--- src/rtl/sd_pkg.sv ---
// Shared constants, FSM state type and error-code helpers for the sudoku puzzle transmitter.
package sd_pkg;

  localparam int unsigned CELLS      = 81;
  localparam int unsigned BLANKS     = 15;
  localparam logic [3:0]  NOSOL_CODE = 4'd10;

  localparam logic [2:0] ErrOk       = 3'd0;
  localparam logic [2:0] ErrMismatch = 3'd1;
  localparam logic [2:0] ErrCount    = 3'd2;
  localparam logic [2:0] ErrProtocol = 3'd3;
  localparam logic [2:0] ErrTimeout  = 3'd4;
  localparam logic [2:0] ErrBlanks   = 3'd5;

  typedef enum logic [2:0] {
    StIdle,
    StSend,
    StWait,
    StRecv,
    StCheck
  } state_e;

  // Priority rank of an error code; larger wins (3 > 5 > 2 > 1 > 4 > ok).
  function automatic logic [2:0] err_rank(input logic [2:0] code);
    logic [2:0] rank;
    case (code)
      ErrTimeout:  rank = 3'd1;
      ErrMismatch: rank = 3'd2;
      ErrCount:    rank = 3'd3;
      ErrBlanks:   rank = 3'd4;
      ErrProtocol: rank = 3'd5;
      default:     rank = 3'd0;
    endcase
    return rank;
  endfunction

  // Keep the current code unless the new one strictly outranks it.
  function automatic logic [2:0] err_merge(input logic [2:0] cur, input logic [2:0] nxt);
    return (err_rank(nxt) > err_rank(cur)) ? nxt : cur;
  endfunction

endpackage

--- src/rtl/sd_cell_mem.sv ---
// 81 x 4-bit puzzle cell register file: one write port, one read index.
module sd_cell_mem
  import sd_pkg::*;
(
  input  logic       clk,
  input  logic       rst_n,
  input  logic       we_i,
  input  logic [6:0] waddr_i,
  input  logic [3:0] wdata_i,
  input  logic [6:0] raddr_i,
  output logic [3:0] rdata_o
);

  logic [3:0] mem_q [CELLS];

  // Cell storage; out-of-range writes are dropped.
  always_ff @(posedge clk or negedge rst_n) begin
    if (!rst_n) begin
      for (int i = 0; i < CELLS; i++) mem_q[i] <= 4'd0;
    end else if (we_i && (waddr_i < 7'(CELLS))) begin
      mem_q[waddr_i] <= wdata_i;
    end
  end

  // Read port for the index walked by the transmitter.
  always_comb begin
    rdata_o = (raddr_i < 7'(CELLS)) ? mem_q[raddr_i] : 4'd0;
  end

endmodule

--- src/rtl/sd_puzzle_tx.sv ---
// Sudoku puzzle transmitter: streams 81 stored cells to a solver, then checks its answer
// words against stored expected values. Optional WAIT timeout under SD_TX_TIMEOUT_EN.
module sd_puzzle_tx
  import sd_pkg::*;
#(
  parameter int unsigned TIMEOUT_CYC = 2000
) (
  input  logic       clk,
  input  logic       rst_n,
  input  logic       load_valid_i,
  input  logic [6:0] load_addr_i,
  input  logic [3:0] load_data_i,
  input  logic       exp_valid_i,
  input  logic [3:0] exp_idx_i,
  input  logic [3:0] exp_data_i,
  input  logic       exp_nosol_i,
  input  logic       start_i,
  output logic       in_valid_o,
  output logic [3:0] in_o,
  input  logic       out_valid_i,
  input  logic [3:0] out_i,
  output logic       busy_o,
  output logic       done_o,
  output logic       pass_o,
  output logic [2:0] err_code_o
);

  localparam logic [6:0] LastCell  = 7'(CELLS - 1);
  localparam logic [3:0] BlankFull = 4'(BLANKS);

  state_e     state_q, state_d;
  logic [6:0] cnt_q, cnt_d;
  logic [3:0] blank_q, blank_d;
  logic       blank_ovf_q, blank_ovf_d;
  logic [4:0] word_q, word_d;
  logic       nosol_q, nosol_d;
  logic [2:0] err_q, err_d;
  logic       pass_q, pass_d;
  logic [3:0] exp_q [BLANKS];
  logic [3:0] cell_rd;
  logic [4:0] words_req;
  logic [3:0] word_exp;
  logic       idle;
  logic       timeout_hit;

  assign idle = (state_q == StIdle);

  sd_cell_mem u_cell_mem (
    .clk     (clk),
    .rst_n   (rst_n),
    .we_i    (load_valid_i && idle),
    .waddr_i (load_addr_i),
    .wdata_i (load_data_i),
    .raddr_i (cnt_q),
    .rdata_o (cell_rd)
  );

  // Expected answers; host writes land only while idle.
  always_ff @(posedge clk or negedge rst_n) begin
    if (!rst_n) begin
      for (int i = 0; i < BLANKS; i++) exp_q[i] <= 4'd0;
    end else if (exp_valid_i && idle && (exp_idx_i < 4'(BLANKS))) begin
      exp_q[exp_idx_i] <= exp_data_i;
    end
  end

`ifdef SD_TX_TIMEOUT_EN
  localparam int unsigned WaitW = (TIMEOUT_CYC < 2) ? 1 : $clog2(TIMEOUT_CYC);
  logic [WaitW-1:0] wait_q, wait_d;

  // Idle cycles spent in WAIT; cleared whenever WAIT is left.
  always_ff @(posedge clk or negedge rst_n) begin
    if (!rst_n) wait_q <= '0;
    else        wait_q <= wait_d;
  end

  // Count up only while the solver stays silent in WAIT.
  always_comb begin
    wait_d = '0;
    if ((state_q == StWait) && !out_valid_i) wait_d = wait_q + 1'b1;
  end

  assign timeout_hit = (state_q == StWait) && !out_valid_i &&
                       (wait_q == WaitW'(TIMEOUT_CYC - 1));
`else
  logic unused_timeout;
  assign unused_timeout = |TIMEOUT_CYC;
  assign timeout_hit    = 1'b0;
`endif

  // State and datapath registers.
  always_ff @(posedge clk or negedge rst_n) begin
    if (!rst_n) begin
      state_q     <= StIdle;
      cnt_q       <= '0;
      blank_q     <= '0;
      blank_ovf_q <= 1'b0;
      word_q      <= '0;
      nosol_q     <= 1'b0;
      err_q       <= ErrOk;
      pass_q      <= 1'b0;
    end else begin
      state_q     <= state_d;
      cnt_q       <= cnt_d;
      blank_q     <= blank_d;
      blank_ovf_q <= blank_ovf_d;
      word_q      <= word_d;
      nosol_q     <= nosol_d;
      err_q       <= err_d;
      pass_q      <= pass_d;
    end
  end

  // Next-state logic.
  always_comb begin
    state_d = state_q;
    unique case (state_q)
      StIdle:  if (start_i) state_d = StSend;
      StSend:  if (cnt_q == LastCell) state_d = StWait;
      StWait: begin
        if (out_valid_i)      state_d = StRecv;
        else if (timeout_hit) state_d = StCheck;
      end
      StRecv:  if (!out_valid_i) state_d = StCheck;
      StCheck: state_d = StIdle;
      default: state_d = StIdle;
    endcase
  end

  assign words_req = nosol_q ? 5'd1 : 5'(BLANKS);
  assign word_exp  = nosol_q ? NOSOL_CODE :
                     ((word_q < 5'(BLANKS)) ? exp_q[word_q[3:0]] : 4'd0);

  // Datapath next values: cell walk, blank census, answer checking, error latching.
  always_comb begin
    cnt_d       = cnt_q;
    blank_d     = blank_q;
    blank_ovf_d = blank_ovf_q;
    word_d      = word_q;
    nosol_d     = nosol_q;
    err_d       = err_q;
    pass_d      = pass_q;
    unique case (state_q)
      StIdle: begin
        if (start_i) begin
          cnt_d       = '0;
          blank_d     = '0;
          blank_ovf_d = 1'b0;
          word_d      = '0;
          nosol_d     = exp_nosol_i;
          err_d       = ErrOk;
          pass_d      = 1'b0;
        end
      end
      StSend: begin
        cnt_d = (cnt_q == LastCell) ? 7'd0 : cnt_q + 7'd1;
        if (cell_rd == 4'd0) begin
          if (blank_q == BlankFull) blank_ovf_d = 1'b1;
          else                      blank_d     = blank_q + 4'd1;
        end
        if (out_valid_i) err_d = err_merge(err_d, ErrProtocol);
        // Census includes the last cell, hence the _d values.
        if ((cnt_q == LastCell) && !nosol_q && ((blank_d != BlankFull) || blank_ovf_d)) begin
          err_d = err_merge(err_d, ErrBlanks);
        end
      end
      StWait, StRecv: begin
        if (out_valid_i) begin
          if (word_q < words_req) begin
            if (out_i != word_exp) err_d = err_merge(err_d, ErrMismatch);
          end else begin
            err_d = err_merge(err_d, ErrCount);
          end
          if (word_q != 5'd31) word_d = word_q + 5'd1;
        end else if (state_q == StRecv) begin
          if (word_q != words_req) err_d = err_merge(err_d, ErrCount);
        end else if (timeout_hit) begin
          err_d = err_merge(err_d, ErrTimeout);
        end
      end
      StCheck: pass_d = (err_q == ErrOk);
      default: ;
    endcase
  end

  // Outputs decoded from state.
  always_comb begin
    in_valid_o = (state_q == StSend);
    in_o       = (state_q == StSend) ? cell_rd : 4'd0;
    busy_o     = (state_q != StIdle);
    done_o     = (state_q == StCheck);
    pass_o     = (state_q == StCheck) ? (err_q == ErrOk) : pass_q;
    err_code_o = err_q;
  end

endmodule

--- config.mk ---
export PLATFORM = sky130hd
export DESIGN_NAME = sd_puzzle_tx
export DESIGN_NICKNAME = d
export VERILOG_FILES = /design/src/rtl/sd_pkg.sv /design/src/rtl/sd_cell_mem.sv /design/src/rtl/sd_puzzle_tx.sv
export SDC_FILE = /design/constraint.sdc
export NUM_CORES = 1
export LEC_CHECK = 0
export CAP_MARGIN = 40
export CORE_MARGIN = 1
export CORE_UTILIZATION = 40
export DETAILED_ROUTE_END_ITERATION = 10
export PLACE_DENSITY = 0.58
export REMOVE_ABC_BUFFERS = 1
export SYNTH_ARGS = -nofsm -noshare
export SYNTH_HDL_FRONTEND = slang
export SYNTH_HIERARCHICAL = 1
export SYNTH_SLANG_ARGS = --single-unit
export TNS_END_PERCENT = 20
--- constraint.sdc ---
create_clock -name clk -period 3.88 [get_ports clk]
set_input_delay 1.164 -clock clk [delete_from_list [all_inputs] [get_ports clk]]
set_output_delay 1.164 -clock clk [all_outputs]
set_load 0.005 [all_outputs]
Word level (Yosys, flattened, before mapping)
Index checks and enable logic that the tools add are counted.
W data, S select, Z words.
{ "classes": {"reduce_logical": 25, "shift": 0, "n_eq_ne": 32, "div_mod_pow": 0, "mul": 0, "n_bitwise": 4, "mux": 88, "order_cmp": 16, "addsub": 3} }
{ "op_table": {"columns": ["op", "n"], "rows": [
  ["$bwmux W324", 1],
  ["$mux W3", 48],
  ["$bwmux W60", 1],
  ["$mux W4", 15],
  ["$pmux W3 S5", 2],
  ["$bmux W4 S7", 1],
  ["$demux W4 S7", 1],
  ["$eq A3 B2 Y1 const B", 6],
  ["$bmux W4 S4", 1],
  ["$demux W4 S4", 1],
  ["$ge A8 B8 Y1 const B", 2],
  ["$ne A4 B4 Y1 const B", 4],
  ["$not A7 Y8", 2],
  ["$eq A3 B3 Y1 const B", 5],
  ["$gt A3 B3 Y1", 5],
  ["$mux W5", 3],
  ["$lt A7 B7 Y1 const B", 2],
  ["$mux W7", 2],
  ["$pmux W7 S2", 1],
  ["$pmux W3 S4", 1],
  ["$ge A5 B5 Y1 const B", 2],
  ["$ne A2 B2 Y1 const B", 5],
  ["$not A4 Y5", 2],
  ["$pmux W5 S2", 1],
  ["31 further kinds", 54]
]} }
{ "word_totals": {"mem_bits_rw": 0, "out_inout_bits": 11, "latchBits": 0, "wordCells": 272, "mem_count": 0, "romBits": 0, "ff_bits": 409} }

Longest topological paths before layout
Gate-level depths: netlist of the first run.
{ "depth": {"ltp_word": 17, "depth_mapped": 15} }

By module
Netlist of the first run, hierarchy kept.
{ "modules_own_cells": {"columns": ["mod", "cells_per_inst", "n_inst", "seq_area_each_um2", "area_each_um2"], "rows": [
  ["sd_cell_mem", 1032, 1, 8107.8, 15315.9],
  ["sd_puzzle_tx", 402, 1, 2127.0, 4619.4]
]} }

Worst setup path after synthesis of the first run
OpenSTA, ideal clock, no wires.
{ "synth_timing": {"path_kind": "reg-to-reg", "start": "register cnt_q[0]", "end": "register err_q[0], in the netlist err_code_o[0]", "n_path_buf": 2, "t_arrival_ps": 3832, "setup_ps": 131, "path_slack_ps": -83, "path_stages_with_launch": 14, "cell_sequence": "dfrtp_1 -> buf_2 -> buf_2 -> mux4_2 -> mux4_2 -> a22oi_1 -> o32ai_1 -> or4_1 -> or4_1 -> a31oi_1 -> nand3b_1 -> and3b_1 -> nor3_2 -> o32ai_2"} }
{ "synth_via": {"elab_chain_cells": 13, "word_cells_on_any_way": 18} }
{ "synth_rtl": {"columns": ["item", "line", "rtl"], "rows": [
  ["start, declared", "sd_puzzle_tx.sv:32", "logic [6:0] cnt_q, cnt_d;"],
  ["start signal, assigned", "sd_puzzle_tx.sv:104", "cnt_q <= cnt_d;"],
  ["$not A7 Y8 (not written as such)", "sd_cell_mem.sv:27", "rdata_o = (raddr_i < 7'(CELLS)) ? mem_q[raddr_i] : 4'd0;"],
  ["$bmux W4 S7", "sd_cell_mem.sv:27", null],
  ["$mux W4 (not written as such) (2 in series)", "sd_cell_mem.sv:27", null],
  ["$mux W4 (*)", "sd_cell_mem.sv:27", null],
  ["net cell_rd[0]", "sd_puzzle_tx.sv:40", "logic [3:0] cell_rd;"],
  ["$logic_not A4 Y1 (*)", "sd_puzzle_tx.sv:157", "if (cell_rd == 4'd0) begin"],
  ["$mux W4", "sd_puzzle_tx.sv:157", null],
  ["$mux W4", "sd_puzzle_tx.sv:143", "unique case (state_q)"],
  ["$ne A4 B4 Y1", "sd_puzzle_tx.sv:163", "if ((cnt_q == LastCell) && !nosol_q && ((blank_d != BlankFull) || blank_ovf_d)) begin"],
  ["$logic_or A1 B1 Y1 (*)", "sd_puzzle_tx.sv:163", null],
  ["$logic_and A1 B1 Y1 (*)", "sd_puzzle_tx.sv:163", null],
  ["$mux W3 (*)", "sd_puzzle_tx.sv:163", null],
  ["$pmux W3 S3 (*)", "sd_puzzle_tx.sv:143", null],
  ["end signal, assigned", "sd_puzzle_tx.sv:100", "err_q <= ErrOk;"],
  ["end signal, assigned", "sd_puzzle_tx.sv:109", "err_q <= err_d;"],
  ["end, declared", "sd_puzzle_tx.sv:37", "logic [2:0] err_q, err_d;"]
]} }
The timed path passes the listed nets; every way through them passes the cells marked *. The select of a mux whose other input is x is not followed.
A chain may end at the register's enable or synchronous reset.

Worst setup path after layout of the first run
{ "layout_timing": {"start": "register cnt_q[0]", "end": "output port in_o[1]"} }
{ "layout_via": {"elab_chain_cells": 6, "word_cells_on_any_way": 7} }
{ "layout_rtl": {"columns": ["item", "line", "rtl"], "rows": [
  ["$not A7 Y8 (not written as such)", "sd_cell_mem.sv:27", null],
  ["$bmux W4 S7", "sd_cell_mem.sv:27", null],
  ["$mux W4 (not written as such) (2 in series)", "sd_cell_mem.sv:27", null],
  ["$mux W4 (*)", "sd_cell_mem.sv:27", null],
  ["net cell_rd[1]", "sd_puzzle_tx.sv:40", null],
  ["$mux W4 (*)", "sd_puzzle_tx.sv:189", "in_o = (state_q == StSend) ? cell_rd : 4'd0;"],
  ["end, declared", "sd_puzzle_tx.sv:19", "output logic [3:0] in_o,"]
]} }
Marked as above.

==> run_results.csv, run 1 <==
group,metric,value,unit
hold_path,holdCritPathClass,"reg -> reg",
global_routing,antenna_found_initial,0,
pwr,switching_share,0.295,
synth,yosysTopAreaCellShare,0.513,
synth,synth_top_area_cell,"dfrtp_1",
critical_path,cp_max_fo,8,
final_layout,final_core_util,0.488,
drt,ant_nets,0,
drt,drc,0,
floorplan,die_height,225,um
synth,post-synth-top-count-cell,"dfrtp_1",
global_routing,grt.total_usage,0.202,
synth,synthCells,1434,
final_layout,finalNonFillerCells,2249,
final_layout,fin_nets,1586,
placed_design,io_buffers,40,
pwr,p_int,9.31,mW
floorplan,initial_core_util,0.406,
clocking,clockBufferDepth,3,
global_routing,grt_max_degree,83,
sta,period_minus_slack,4.27,ns
global_routing,grtUsageMet3,0.0336,
sta,max_freq,234,MHz
clocking,cts_made_buffers,46,
synth,async_reset_ff_frac,1.00,
synth,syn_area_per_cell,13.9,sq um
pwr,p_per_area,552,nW/um^2
critical_path,path_class,"reg -> out",
synth,synthMuxAreaShare,0.339,
final_layout,drive_gt1_frac,0.445,
pwr,seq_power_share,0.380,
global_routing,grt_use_met1,0.277,
clocking,tritoncts,"yes",
placed_design,place_ws,-0.254,ns
floorplan,num_io_pins,41,
critical_path,worst_setup_path_start_kind,"flip-flop",
final_layout,design_area,23900,sq um
critical_path,reg2reg_depth,16,
pwr,comb_power_share,0.285,
status,outcome,"finished, violations left",
critical_path,worstPathRequired,2.72,ns
pwr,pwr-share-clk,0.335,
synth,synth_area_leaders,"dfrtp_1, mux2_2, mux4_2, nand2_1, mux2_1",
placed_design,place_congestion,0.831,
final_layout,antenna_cells,0,
drt,wl_per_cell,21.7,um
sta,finalHoldViolCount,0,
drt,vias,12400,
sta,final.setup.tns,-2.04,ns
floorplan,chipWidth,225,um
placed_design,dp.cells,2144,
clocking,cts_sinks,409,
clocking,clk_latency,0.58,ns
pwr,finalPower,13.2,mW
drt,first_pass_iters,5,
job,drv_cap,0,
synth,synthSimpleGateAreaFrac,0.0801,
pwr,p_sw,3.90,mW
synth,ys.flop_type,"dfrtp_1",
synth,synth_compound_area_frac,0.0357,
clocking,clkTransAtPathRegs,0.06,ns
sta,slew_headroom,0.407,
synth,ys_seq_area_frac,0.513,
floorplan,dieArea,50700,sq um
critical_path,end_kind,"output pin",
sta,grt_setup_unrepaired,"true",
global_routing,met2_usage,0.326,
synth,yosysWarnings,6,
synth,synth_adder_area_share,0.00502,
synth,synth_cell_types,65,
critical_path,rrSetupSlack,-0.26,ns
pwr,ir_drop,0.348,mV
synth,synth-edff-count,0,
sta,finalCritPeriodShare,1.10,
sta,setup_viol,7,
hold_path,min_to,"u_cell_mem/mem_q[138]",
hold_path,hold_depth,1,
synth,ys_ff_latch,409,
synth,ys_top_cells_by_count,"dfrtp_1, mux2_2, nand2_1",
final_layout,area_delta_synth_final,20.1,%
clocking,cts_root_buf,"clkbuf_16",
global_routing,busiest_layer,"met2",
sta,slew_viol_final,0,
global_routing,first_global_vias,13200,
critical_path,timing.rr.end,"err_code_o[0]",
sta,tightest_slew,0.887,ns
global_routing,grt.overflow.total,0,
floorplan,fp-row-count,81,
global_routing,grt_pass1_wl,78.0,mm
sta,holdWs,0.479,ns
placed_design,dpl_cell_area,21800,sq um
critical_path,reg2reg_from,"cnt_q[0]",
drt,totalWireLength,48.8,mm
hold_path,min-delay-start,"u_cell_mem/mem_q[138]",
synth,synth_area,19900,sq um
synth,synth_top_family_by_area,"multiplexers",
synth,synthXorXnorAreaFrac,0.00264,
placed_design,hpwlAfterDp,32.9,mm
sta,setup_ws,-0.387,ns
floorplan,core-area,49100,sq um
drt,viasPerCell,5.51,
pwr,leakagePower,11.4,nW
status,violations,"setup timing",
final_layout,nFillCells,4321,
drt,drtIter0Drc,706,
critical_path,arrival,3.10,ns
clocking,h-tree-depth,2,
sta,fin_skew,0.0160,ns
-- cell families after synthesis --
kind of cell | Yosys count
AO/OA/AOI/OAI | 98
XOR/XNOR | 6
adder cells (fa/ha/maj) | 8
buffers and inverters | 104
flip-flops | 409
multiplexers | 511
AND/OR/NAND/NOR | 298
-- critical path: stages (launching register included) --
cell and delay, ns:
dfrtp_4 0.51, buf_4 0.16, buf_12 0.12, buf_16 0.15, buf_6 0.14, mux4_2 0.40, mux2i_1 0.18, nor2_1 0.08
nor3_2 0.25, o32ai_2 0.13, buf_4 0.15, and2_4 0.14, buf_6 0.11
-- cell usage in the layout, fill, tap and decap left out, types with 21 or more instances in the layout --
master	instances
nor2_1	58
mux4_2	86
nand2_1	109
clkbuf_16	46
clkdlybuf4s50_1	31
mux2_2	354
dfrtp_1	406
buf_12	28
buf_4	77
mux2i_1	21
mux2_1	36
-- what timing repair did --
action	4_1_cts	5_1_grt
hold buffers	0	0
endpoints found under the setup margin	7	7
buffers inserted	17	0
resized for setup	80	2
pin swaps	17	0
gates cloned	4	0
-- worst max-delay path by stage --
| stage | cells past startpoint | startpoint | endpoint | slack [ns] |
|---|---|---|---|---|
| finish | 12 | cnt_q[0] | in_o[1] | -0.39 |
| global route | 11 | cnt_q[0] | in_o[1] | -0.53 |
| CTS | 11 | cnt_q[0] | in_o[1] | -0.40 |
| detailed placement | 13 | cnt_q[1] | err_code_o[0] | -0.25 |
| global placement | 14 | cnt_q[0] | err_code_o[2] | -0.22 |
| floorplan | 11 | cnt_q[0] | err_code_o[0] | -2.15 |
-- per-layer routing --
layer,up-vias,wire [um]
met5,-,0
met4,0,1260
met3,78,2110
met2,247,23300
met1,6500,22200
li1,5557,-
-- layout make-up --
type | count | area [sq um] | share of cell area
inverter | 12 | 45.0 | 0.00188
tap | 664 | 831 | 0.0347
timing repair buffer | 158 | 1750 | 0.0732
clock inverter | 11 | 159 | 0.00664
multi-input combinational | 921 | 9510 | 0.397
sequential | 409 | 10200 | 0.428
clock buffer | 74 | 1400 | 0.0583
-- registers in the layout, summed over array words and instances, names as in the netlist, 3 cells and up --
| register | cells |
|---|---|
| u_cell_mem/mem_q | 324 |
| exp_q | 60 |
| cnt_q | 7 |
| word_q | 5 |
| blank_q | 4 |
| err_code_o | 3 |
| state_q | 3 |
-- power groups by stage --
| stage | sequential (mW) | combinational, mW | clock (mW) |
|---|---|---|---|
| CTS | 5.01 | 3.79 | 4.55 |
| global route | 5.07 | 4.07 | 4.73 |
| floorplan | 5.30 | 1.59 | 0 |
| detailed placement | 5.10 | 3.19 | 0 |
| finish | 5.02 | 3.77 | 4.43 |
| global placement | 5.09 | 3.12 | 0 |
Power figures use the tool's default switching activity.
==> inputs of run 2 (changes only) <==
--- a/constraint.sdc
+++ b/constraint.sdc
@@ -3,2 +3,2 @@
 set_output_delay 1.164 -clock clk [all_outputs]
-set_load 0.005 [all_outputs]
+set_load 0.05 [all_outputs]
==> run 2 against run 1 <==
Effect of this change:
- the flow still finishes with violations (setup timing)
- largest cell class unchanged
- combinational power about the same
- final cell count is 0.80% lower
- via count down 0.83%
- setup slack lost 0.085 ns
- design area is 1.1% lower
- utilization down 0.53 points
- clock power down 1%
- hold slack gained 0.0025 ns
- global-route usage barely moved
- clock skew is 0.0095 ns higher
- maximum frequency shrank 1.9%
==> run_results.csv, run 2 (synthesis results as in run 1) <==
group,metric,value,unit
status,outcome,"finished, violations left",
status,violations,"setup timing",
global_routing,grt.total_usage,0.202,
clocking,cts_made_buffers,45,
hold_path,min_to,"u_cell_mem/mem_q[203]",
final_layout,antenna_cells,0,
floorplan,dieArea,50700,sq um
job,drv_cap,0,
pwr,leakagePower,11.3,nW
final_layout,largest_reg_flops,324,
global_routing,first_global_vias,13100,
drt,totalWireLength,48.9,mm
critical_path,end_kind,"output pin",
critical_path,worst_setup_path_start_kind,"flip-flop",
placed_design,dpl_cell_area,21700,sq um
critical_path,path_class,"reg -> out",
sta,slew_headroom,0.418,
critical_path,timing.rr.end,"err_code_o[0]",
hold_path,holdCritPathClass,"reg -> reg",
sta,max_freq,230,MHz
final_layout,nFillCells,4348,
clocking,cts_sinks,409,
floorplan,chipWidth,225,um
critical_path,reg2reg_depth,15,
placed_design,hpwlAfterDp,32.9,mm
pwr,p_per_area,555,nW/um^2
drt,drtIter0Drc,698,
critical_path,arrival,3.19,ns
hold_path,hold_depth,1,
sta,finalHoldViolCount,0,
final_layout,layout_commonest_cell,"dfrtp_1",
floorplan,die_height,225,um
global_routing,grt.overflow.total,0,
global_routing,grt_max_degree,82,
floorplan,core-area,49100,sq um
critical_path,rrSetupSlack,-0.28,ns
final_layout,top_register,"u_cell_mem/mem_q",
clocking,tritoncts,"yes",
final_layout,drive_gt1_frac,0.438,
global_routing,grt_pass1_wl,78.4,mm
sta,setup_viol,7,
critical_path,reg2reg_from,"cnt_q[0]",
final_layout,reg.largest.list,"u_cell_mem/mem_q: 324 flops, exp_q: 60 flops, cnt_q: 7 flops",
floorplan,num_io_pins,41,
sta,tightest_slew,0.873,ns
sta,grt_setup_unrepaired,"true",
critical_path,critPathSlowestCell,"mux4_2",
final_layout,layout_common_cells,"dfrtp_1, mux2_2, nand2_1",
final_layout,fin_nets,1573,
placed_design,place_congestion,0.809,
final_layout,design_area,23700,sq um
sta,setup_ws,-0.472,ns
critical_path,cp_max_fo,6,
sta,fin_skew,0.0255,ns
drt,viasPerCell,5.50,
sta,period_minus_slack,4.35,ns
drt,first_pass_iters,5,
clocking,clkTransAtPathRegs,0.06,ns
clocking,clockBufferDepth,3,
global_routing,antenna_found_initial,2,
final_layout,multi_input_area,9430,sq um
critical_path,max_stage_delay,0.51,ns
pwr,ir_drop,0.356,mV
drt,vias,12300,
clocking,clk_latency,0.59,ns
sta,slew_viol_final,0,
final_layout,regArea,10200,sq um
drt,wl_per_cell,21.9,um
clocking,h-tree-depth,2,
critical_path,worstPathRequired,2.72,ns
critical_path,cp_cell_sequence,"buf_12, buf_12, buf_16, mux4_2, mux4_2, a22oi_2, o32ai_2, buf_4, and2_1, buf_6",
final_layout,area_delta_synth_final,18.8,%
floorplan,initial_core_util,0.406,
floorplan,fp-row-count,81,
drt,ant_nets,0,
sta,holdWs,0.481,ns
drt,drc,0,
placed_design,io_buffers,40,
hold_path,min-delay-start,"u_cell_mem/mem_q[203]",
clocking,cts_root_buf,"clkbuf_16",
sta,finalCritPeriodShare,1.12,
[run 2: worst max-delay path by stage]
stage          startpoint             to  slack [ns]
2_1_floorplan    cnt_q[0]  err_code_o[0]       -2.15
3_3_place_gp     cnt_q[0]  err_code_o[0]       -0.20
3_5_place_dp     cnt_q[0]  err_code_o[0]       -0.29
4_1_cts          cnt_q[0]        in_o[1]       -0.47
5_1_grt          cnt_q[0]        in_o[3]       -0.52
6_report         cnt_q[0]        in_o[3]       -0.47
[run 2: layout make-up]
type	count	area share
flip-flops and latches	409	0.433
multi-input cells	921	0.398
repair buffers	146	0.0689
clock buffers	64	0.0531
well taps	664	0.0351
clock inverters	15	0.00983
inverters	12	0.00206
[run 2: routing by layer]
| layer | global-route usage | routed length (um) |
|---|---|---|
| met1 | 0.279 | 22600 |
| met2 | 0.326 | 23200 |
| met3 | 0.0338 | 2030 |
| met4 | 0.0584 | 1040 |
| met5 | 0 | 0 |
[run 2: what timing repair did]
| action | in CTS | in global routing |
|---|---|---|
| setup buffers | 4 | 2 |
| hold buffers | 0 | 0 |
| cloned | 4 | 0 |
| setup endpoints to repair | 7 | 7 |
| pin swaps | 8 | 15 |
| gates resized for setup | 47 | 10 |
[run 2: metrics by stage]
stage | util | std cells | total power [mW] | TNS [ns] | setup WS (ns)
floorplan | - | 1342 | 7.02 | -21.14 | -2.15
global placement | 0.442 | 2141 | 8.34 | -0.482 | -0.198
detailed placement | 0.443 | 2142 | 8.41 | -0.792 | -0.289
CTS | 0.481 | 2229 | 13.2 | -2.80 | -0.467
global route | 0.483 | 2231 | 13.8 | -2.98 | -0.517
finish | 0.483 | 2231 | 13.1 | -2.33 | -0.472
[run 2: worst max-delay path: cells and delay by family, from the launching register on]
family / cells / cell delay (ns)
flip-flops: 1 / 0.50
buffers and inverters: 5 / 0.74
AO/OA/AOI/OAI: 2 / 0.26
AND/OR/NAND/NOR: 1 / 0.17
multiplexers: 2 / 0.94
[run 2: where the power goes]
part	total, mW	switching [mW]	internal (mW)
Combinational	3.74	1.85	1.89
Clock	4.38	1.73	2.65
Sequential	5.02	0.345	4.68
